$ cat config.mk
export PLATFORM = sky130hd
export DESIGN_NAME = e_md_issue_ctrl
export DESIGN_NICKNAME = d
export VERILOG_FILES = /design/src/rtl/e_md_issue_ctrl_pkg.sv /design/src/rtl/e_md_issue_ctrl_md_op_class.sv /design/src/rtl/e_md_issue_ctrl.sv
export SDC_FILE = /design/constraint.sdc
export NUM_CORES = 1
export LEC_CHECK = 0
export ABC_AREA = 1
export CAP_MARGIN = 20
export CELL_PAD_IN_SITES_DETAIL_PLACEMENT = 0
export CELL_PAD_IN_SITES_GLOBAL_PLACEMENT = 1
export CORE_MARGIN = 2
export CORE_UTILIZATION = 15
export DETAILED_ROUTE_END_ITERATION = 10
export PLACE_DENSITY = 0.94
export SYNTH_ARGS = -nofsm -noshare
export SYNTH_HDL_FRONTEND = slang
export SYNTH_SLANG_ARGS = --single-unit
$ cat constraint.sdc
create_clock -name clk -period 3.6 [get_ports clk]
set_clock_uncertainty 0.2 [all_clocks]
set_input_delay 0.36 -clock clk [delete_from_list [all_inputs] [get_ports clk]]
set_output_delay 0.36 -clock clk [all_outputs]
set_load 0.02 [all_outputs]
$ cat src/rtl/e_md_issue_ctrl_pkg.sv
// Shared definitions for the E-stage multiply/divide issue controller.
// Holds the md op-code encoding, the tracking FSM state encoding and the
// default result latencies. The multdiv unit uses the same latencies.
package e_md_issue_ctrl_pkg;

  localparam int unsigned OP_W     = 4;
  localparam int unsigned DATA_W   = 32;
  localparam int unsigned CNT_W    = 4;
  localparam int unsigned MULT_LAT = 6;
  localparam int unsigned DIV_LAT  = 11;

  // md op codes; MD_NONE marks a non-md instruction
  typedef enum logic [OP_W-1:0] {
    MD_NONE  = 4'd0,
    MD_MULT  = 4'd1,
    MD_MULTU = 4'd2,
    MD_DIV   = 4'd3,
    MD_DIVU  = 4'd4,
    MD_MTHI  = 4'd5,
    MD_MTLO  = 4'd6,
    MD_MFHI  = 4'd7,
    MD_MFLO  = 4'd8
  } md_op_e;

  // Tracking FSM: which long-latency op (if any) is in flight
  typedef enum logic [1:0] {
    ST_IDLE = 2'd0,
    ST_MULT = 2'd1,
    ST_DIV  = 2'd2
  } md_state_e;

  // True for ops that launch a long-latency multdiv computation
  function automatic logic md_op_starts(input logic [OP_W-1:0] op);
    return (op == MD_MULT) || (op == MD_MULTU) || (op == MD_DIV) || (op == MD_DIVU);
  endfunction

endpackage

$ cat src/rtl/e_md_issue_ctrl_md_op_class.sv
// Combinational classifier for E-stage md op codes.
// Ports:
//   op      in  4  md op code
//   is_mul  out 1  mult/multu
//   is_div  out 1  div/divu
//   is_mt   out 1  mthi/mtlo
//   is_mf   out 1  mfhi/mflo
module e_md_issue_ctrl_md_op_class
  import e_md_issue_ctrl_pkg::*;
(
  input  logic [3:0] op,
  output logic       is_mul,
  output logic       is_div,
  output logic       is_mt,
  output logic       is_mf
);

  // One-hot-or-zero class decode; unknown codes decode to no class
  always_comb begin
    is_mul = 1'b0;
    is_div = 1'b0;
    is_mt  = 1'b0;
    is_mf  = 1'b0;
    case (op)
      MD_MULT, MD_MULTU: is_mul = 1'b1;
      MD_DIV,  MD_DIVU:  is_div = 1'b1;
      MD_MTHI, MD_MTLO:  is_mt  = 1'b1;
      MD_MFHI, MD_MFLO:  is_mf  = 1'b1;
      default: ;
    endcase
  end

endmodule

$ cat src/rtl/e_md_issue_ctrl.sv
// E-stage initiator for the multiply/divide unit.
// Issues start pulses and operands for md instructions, tracks the in-flight
// mult/div with a local latency counter, stalls dependent md instructions
// until HI/LO are final, muxes mfhi/mflo read data back to the E stage, and
// flags any disagreement between multdiv busy and the local tracking.
// Ports:
//   clk, reset            clock, synchronous active-low reset
//   e_valid, e_md_op      E-stage instruction valid and md op code
//   e_rs, e_rt            forwarded operands
//   md_busy, md_hi, md_lo status and results from multdiv
//   md_start, md_c        start pulse and op code to multdiv
//   md_data1, md_data2    operands to multdiv (0 when not issuing)
//   stall                 freeze F/D/E, bubble into M
//   md_rdata, md_rvalid   mfhi/mflo read data and its valid
//   mismatch              sticky busy-tracking disagreement flag
module e_md_issue_ctrl
  import e_md_issue_ctrl_pkg::*;
#(
  parameter int unsigned MULT_LAT_P = MULT_LAT,
  parameter int unsigned DIV_LAT_P  = DIV_LAT,
  parameter int unsigned CNT_W_P    = CNT_W
) (
  input  logic        clk,
  input  logic        reset,
  input  logic        e_valid,
  input  logic [3:0]  e_md_op,
  input  logic [31:0] e_rs,
  input  logic [31:0] e_rt,
  input  logic        md_busy,
  input  logic [31:0] md_hi,
  input  logic [31:0] md_lo,
  output logic        md_start,
  output logic [3:0]  md_c,
  output logic [31:0] md_data1,
  output logic [31:0] md_data2,
  output logic        stall,
  output logic [31:0] md_rdata,
  output logic        md_rvalid,
  output logic        mismatch
);

  md_state_e          state;
  logic [CNT_W_P-1:0] cnt;

  logic is_mul;
  logic is_div;
  logic is_mt;
  logic is_mf;
  logic md_use;
  logic cnt_nz;
  logic issue;

  e_md_issue_ctrl_md_op_class u_md_op_class (
    .op     (e_md_op),
    .is_mul (is_mul),
    .is_div (is_div),
    .is_mt  (is_mt),
    .is_mf  (is_mf)
  );

  // Gating md_use with reset forces every output to its idle value while
  // reset is held, even though the outputs are combinational.
  assign cnt_nz = (cnt != '0);
  assign md_use = reset && e_valid && (e_md_op != MD_NONE);
  assign stall  = md_use && (cnt_nz || md_busy);
  assign issue  = md_use && !stall;

  // Issue-side outputs; mfhi/mflo never reach multdiv (md_c stays MD_NONE)
  always_comb begin
    md_start  = 1'b0;
    md_c      = MD_NONE;
    md_data1  = '0;
    md_data2  = '0;
    md_rvalid = 1'b0;
    md_rdata  = '0;
    if (issue) begin
      md_data1  = e_rs;
      md_data2  = e_rt;
      md_start  = md_op_starts(e_md_op);
      md_rvalid = is_mf;
      if (is_mul || is_div || is_mt) begin
        md_c = e_md_op;
      end
    end
    if (md_use && is_mf) begin
      md_rdata = (e_md_op == MD_MFHI) ? md_hi : md_lo;
    end
  end

  // Tracking FSM, latency counter and sticky busy checker.
  // The checker skips the start cycle because multdiv masks busy with start.
  always_ff @(posedge clk) begin
    if (!reset) begin
      state    <= ST_IDLE;
      cnt      <= '0;
      mismatch <= 1'b0;
    end else begin
      if (!md_start && (md_busy != cnt_nz)) begin
        mismatch <= 1'b1;
      end
      case (state)
        ST_IDLE: begin
          if (issue && is_mul) begin
            state <= ST_MULT;
            cnt   <= CNT_W_P'(MULT_LAT_P);
          end else if (issue && is_div) begin
            state <= ST_DIV;
            cnt   <= CNT_W_P'(DIV_LAT_P);
          end
        end
        ST_MULT, ST_DIV: begin
          // The op cannot be cancelled, so counting ignores e_valid
          if (cnt <= CNT_W_P'(1)) begin
            state <= ST_IDLE;
            cnt   <= '0;
          end else begin
            cnt <= cnt - CNT_W_P'(1);
          end
        end
        default: begin
          state <= ST_IDLE;
          cnt   <= '0;
        end
      endcase
    end
  end

endmodule

==> results.sh, run 1 <==
export IMPL_drive_gt1_frac=0.0976
export IMPL_die_y_microns=113
export IMPL_synth_area_sq_um=1790
export IMPL_num_vias=2952
export IMPL_holdBufCountCts=0
export IMPL_yosys_warnings=0
export IMPL_vias_per_cell=4.12
export IMPL_clk_pin_slew_ps=30
export IMPL_vdd_ir_drop_worst_mv=0.215
export IMPL_clk_path_buf_depth=2
export IMPL_n_antenna_cell=0
export IMPL_violations="design-rule violations"
export IMPL_top_layer_used="met4"
export IMPL_finalWirelength_mm=8.85
export IMPL_setup_tns_ps=0
export IMPL_synth_nets=487
export IMPL_worst_path_max_delay_cell="clkdlybuf4s50_1"
export IMPL_post_cts_resized=0
export IMPL_crit_path_cell_trace="inv_1 > ha_1 > inv_1 > nor3_1 > ha_1 > nand3_2 > buf_12 > nor2_1 > clkdlybuf4s50_1"
export IMPL_grt_pass1_vias=2874
export IMPL_coreArea_sq_um=11500
export IMPL_power_switching_mw=0.393
export IMPL_combPwrFrac=0.684
export IMPL_drcViolationCount=16
export IMPL_place_congestion=0.852
export IMPL_slew_headroom=0.651
export IMPL_clock_sinks=7
export IMPL_worstMarginPinSlew_ps=523
export IMPL_wl_met1_mm=3.34
export IMPL_start_kind="flop"
export IMPL_antenna_found_initial=0
export IMPL_switching_share=0.402
export IMPL_root_buffer="clkbuf_16"
export IMPL_totalPowerFinal_mw=0.978
export IMPL_hold_viol=0
export IMPL_grt_setup_unrepaired="false"
export IMPL_maxSlewViolCount=0
export IMPL_seq_area_frac_synth=0.0783
export IMPL_ios=240
export IMPL_cts_made_buffers=3
export IMPL_p_leak_nw=1.93
export IMPL_die_area_sq_um=12800
export IMPL_cts_tree="done"
export IMPL_drv_cap=0
export IMPL_dpl_hpwl_mm=7.34
export IMPL_grt_pass1_wl_mm=13.5
export IMPL_first_pass_iters=8
export IMPL_worstSetupPathType="reg -> out"
export IMPL_antenna_left=0
export IMPL_p_int_mw=0.584
export IMPL_syn_avg_cell_area_sq_um=5.17
export IMPL_grt_start_max_net_pins=49
export IMPL_critPathRequiredTime_ps=3040
export IMPL_finalCritPeriodShare=0.913
export IMPL_status="finished, violations left"
export IMPL_postCtsSetupBuffers=0
export IMPL_clk_latency_ps=230
export IMPL_syn_inst=346
export IMPL_start_util=0.155
export IMPL_wl_per_cell_microns=12.3
export IMPL_cp_max_fo=48
export IMPL_cts_htree_levels=1
export IMPL_area_growth_pct=145
export IMPL_ys_seq_elements=7
export IMPL_grt_usage=0.127
export IMPL_nNetsFinal=716
export IMPL_power_density_nw_per_um2=223
export IMPL_hold_path_class="reg -> reg"
export IMPL_fmax_ghz=0.304
export IMPL_finalCriticalPeriod_ps=3290
export IMPL_setup_violations=0
export IMPL_wl_met3_microns=721
export IMPL_arrival_ps=2730
export IMPL_dr_first_iter_drc_count=118
export IMPL_critPathMaxStageDelay_ps=650
export IMPL_yosysUniqueCellTypes=28
export IMPL_power_frac_clock=0.192
export IMPL_die_w_microns=113
export IMPL_met2_length_mm=4.64
export IMPL_port_buffers=238
export IMPL_rows=39
export IMPL_worstSetupEndpointType="output pin"
export IMPL_gr_total_overflow=0
export IMPL_p_seq_frac=0.124
-- synthesized netlist by cell type, drive strengths merged --
cell    count  area share
inv        83        0.17
nor2       77        0.17
nand2      60        0.14
nand3      42        0.13
a21oi      39        0.17
buf        10       0.040
clkbuf     10       0.021
dfxtp       7       0.078
ha          5       0.035
o21ai       3      0.0084
nor3        2      0.0056
o21bai      2      0.0084
a21boi      1      0.0042
a31oi       1      0.0035
conb        1      0.0021
nand4       1      0.0035
o31ai       1      0.0070
or2         1      0.0035
-- through the flow --
| step | cells | utilization | setup slack [ps] | hold WS [ps] | area (sq um) |
|---|---|---|---|---|---|
| 5_1_grt | 717 | 0.380 | 122 | 288 | 4380 |
| 3_5_place_dp | 713 | 0.373 | 413 | 258 | 4300 |
| 3_3_place_gp | 713 | 0.373 | 464 | 257 | 4300 |
| 4_1_cts | 717 | 0.380 | 285 | 264 | 4380 |
| 2_1_floorplan | 346 | - | 1300 | 243 | 1790 |
| 6_report | 717 | 0.380 | 312 | 266 | 4380 |
-- state kept, by name, summed over array words and instances, names as in the netlist --
name,flops
state,2
cnt,4
mismatch,1
-- kinds of logic (layout without fill, tap and decap cells) --
logic type,count (synthesis),in the layout,share of synthesized area
AOI/OAI and AO/OA,47,47,0.201
DFF,7,7,0.0783
adders and majority gates,5,5,0.0350
buffers and inverters,103,331,0.235
and+or+nand+nor,183,183,0.448
other,1,1,0.00210
-- layer usage --
metal  up-vias  track usage
li1       1496            -
met3        13       0.0236
met4         0       0.0366
met1      1309        0.141
met2       134        0.244
met5         -            0
-- path summary, 6_finish.rpt --
check / end / slack (ps) / from / cells after the start
worst min register to register: cnt[1]$_SDFFE_PN0P_ / 270 / cnt[1]$_SDFFE_PN0P_ / 2
worst min-delay path: cnt[1]$_SDFFE_PN0P_ / 270 / cnt[1]$_SDFFE_PN0P_ / 2
worst max-delay path: md_data1[18] / 310 / cnt[0]$_SDFFE_PN0P_ / 9
worst max register to register: state[0]$_SDFFE_PN0P_ / 1150 / cnt[0]$_SDFFE_PN0P_ / 12
-- layout by cell type, fill, tap and decap left out, types with 2 or more instances in the layout --
cell and instances:
nand2_2 4, ha_1 5, inv_2 4, a21oi_1 10, clkbuf_16 3, a21oi_2 29
o21ai_0 3, nor2_4 2, buf_4 6, o21bai_1 2, nor2_1 73, nor3_1 2
nand3_1 40, dfxtp_1 7, inv_1 79, clkdlybuf4s50_1 237, nand2_1 55, nor2_2 2
-- critical path: cells and delay by family, from the launching register on --
kind / cells / cell delay (ps)
simple gates: 3 / 570
fa+ha+maj: 2 / 440
flops: 1 / 330
buf+inv: 4 / 1110
-- final cells by class --
class / instances / area (sq um)
Tap cell: 143 / 179
Sequential cell: 7 / 140
Inverter: 83 / 312
Fill cell: 1199 / 7140
Multi-Input combinational cell: 236 / 1230
Timing Repair Buffer: 244 / 2440
Clock buffer: 4 / 78.8
-- power by group through the flow --
stage                     Sequential, mW  Clock (mW)  Combinational, mW
after floorplan                    0.123           0              0.347
after detailed placement           0.121           0              0.670
after global routing               0.124       0.199              0.732
after global placement             0.120           0              0.655
after CTS                          0.120       0.193              0.674
final                              0.121       0.188              0.669
Note: power is estimated with default switching activity, not from simulation.
==> inputs of run 2 (changes only) <==
--- a/config.mk
+++ b/config.mk
@@ -13,6 +13,7 @@
 export CORE_UTILIZATION = 15
 export DETAILED_ROUTE_END_ITERATION = 10
 export PLACE_DENSITY = 0.94
+export SLEW_MARGIN = 20
 export SYNTH_ARGS = -nofsm -noshare
 export SYNTH_HDL_FRONTEND = slang
 export SYNTH_SLANG_ARGS = --single-unit
==> results of run 2 <==
No change in the layout: final DEF, timing and power equal those of run 1.
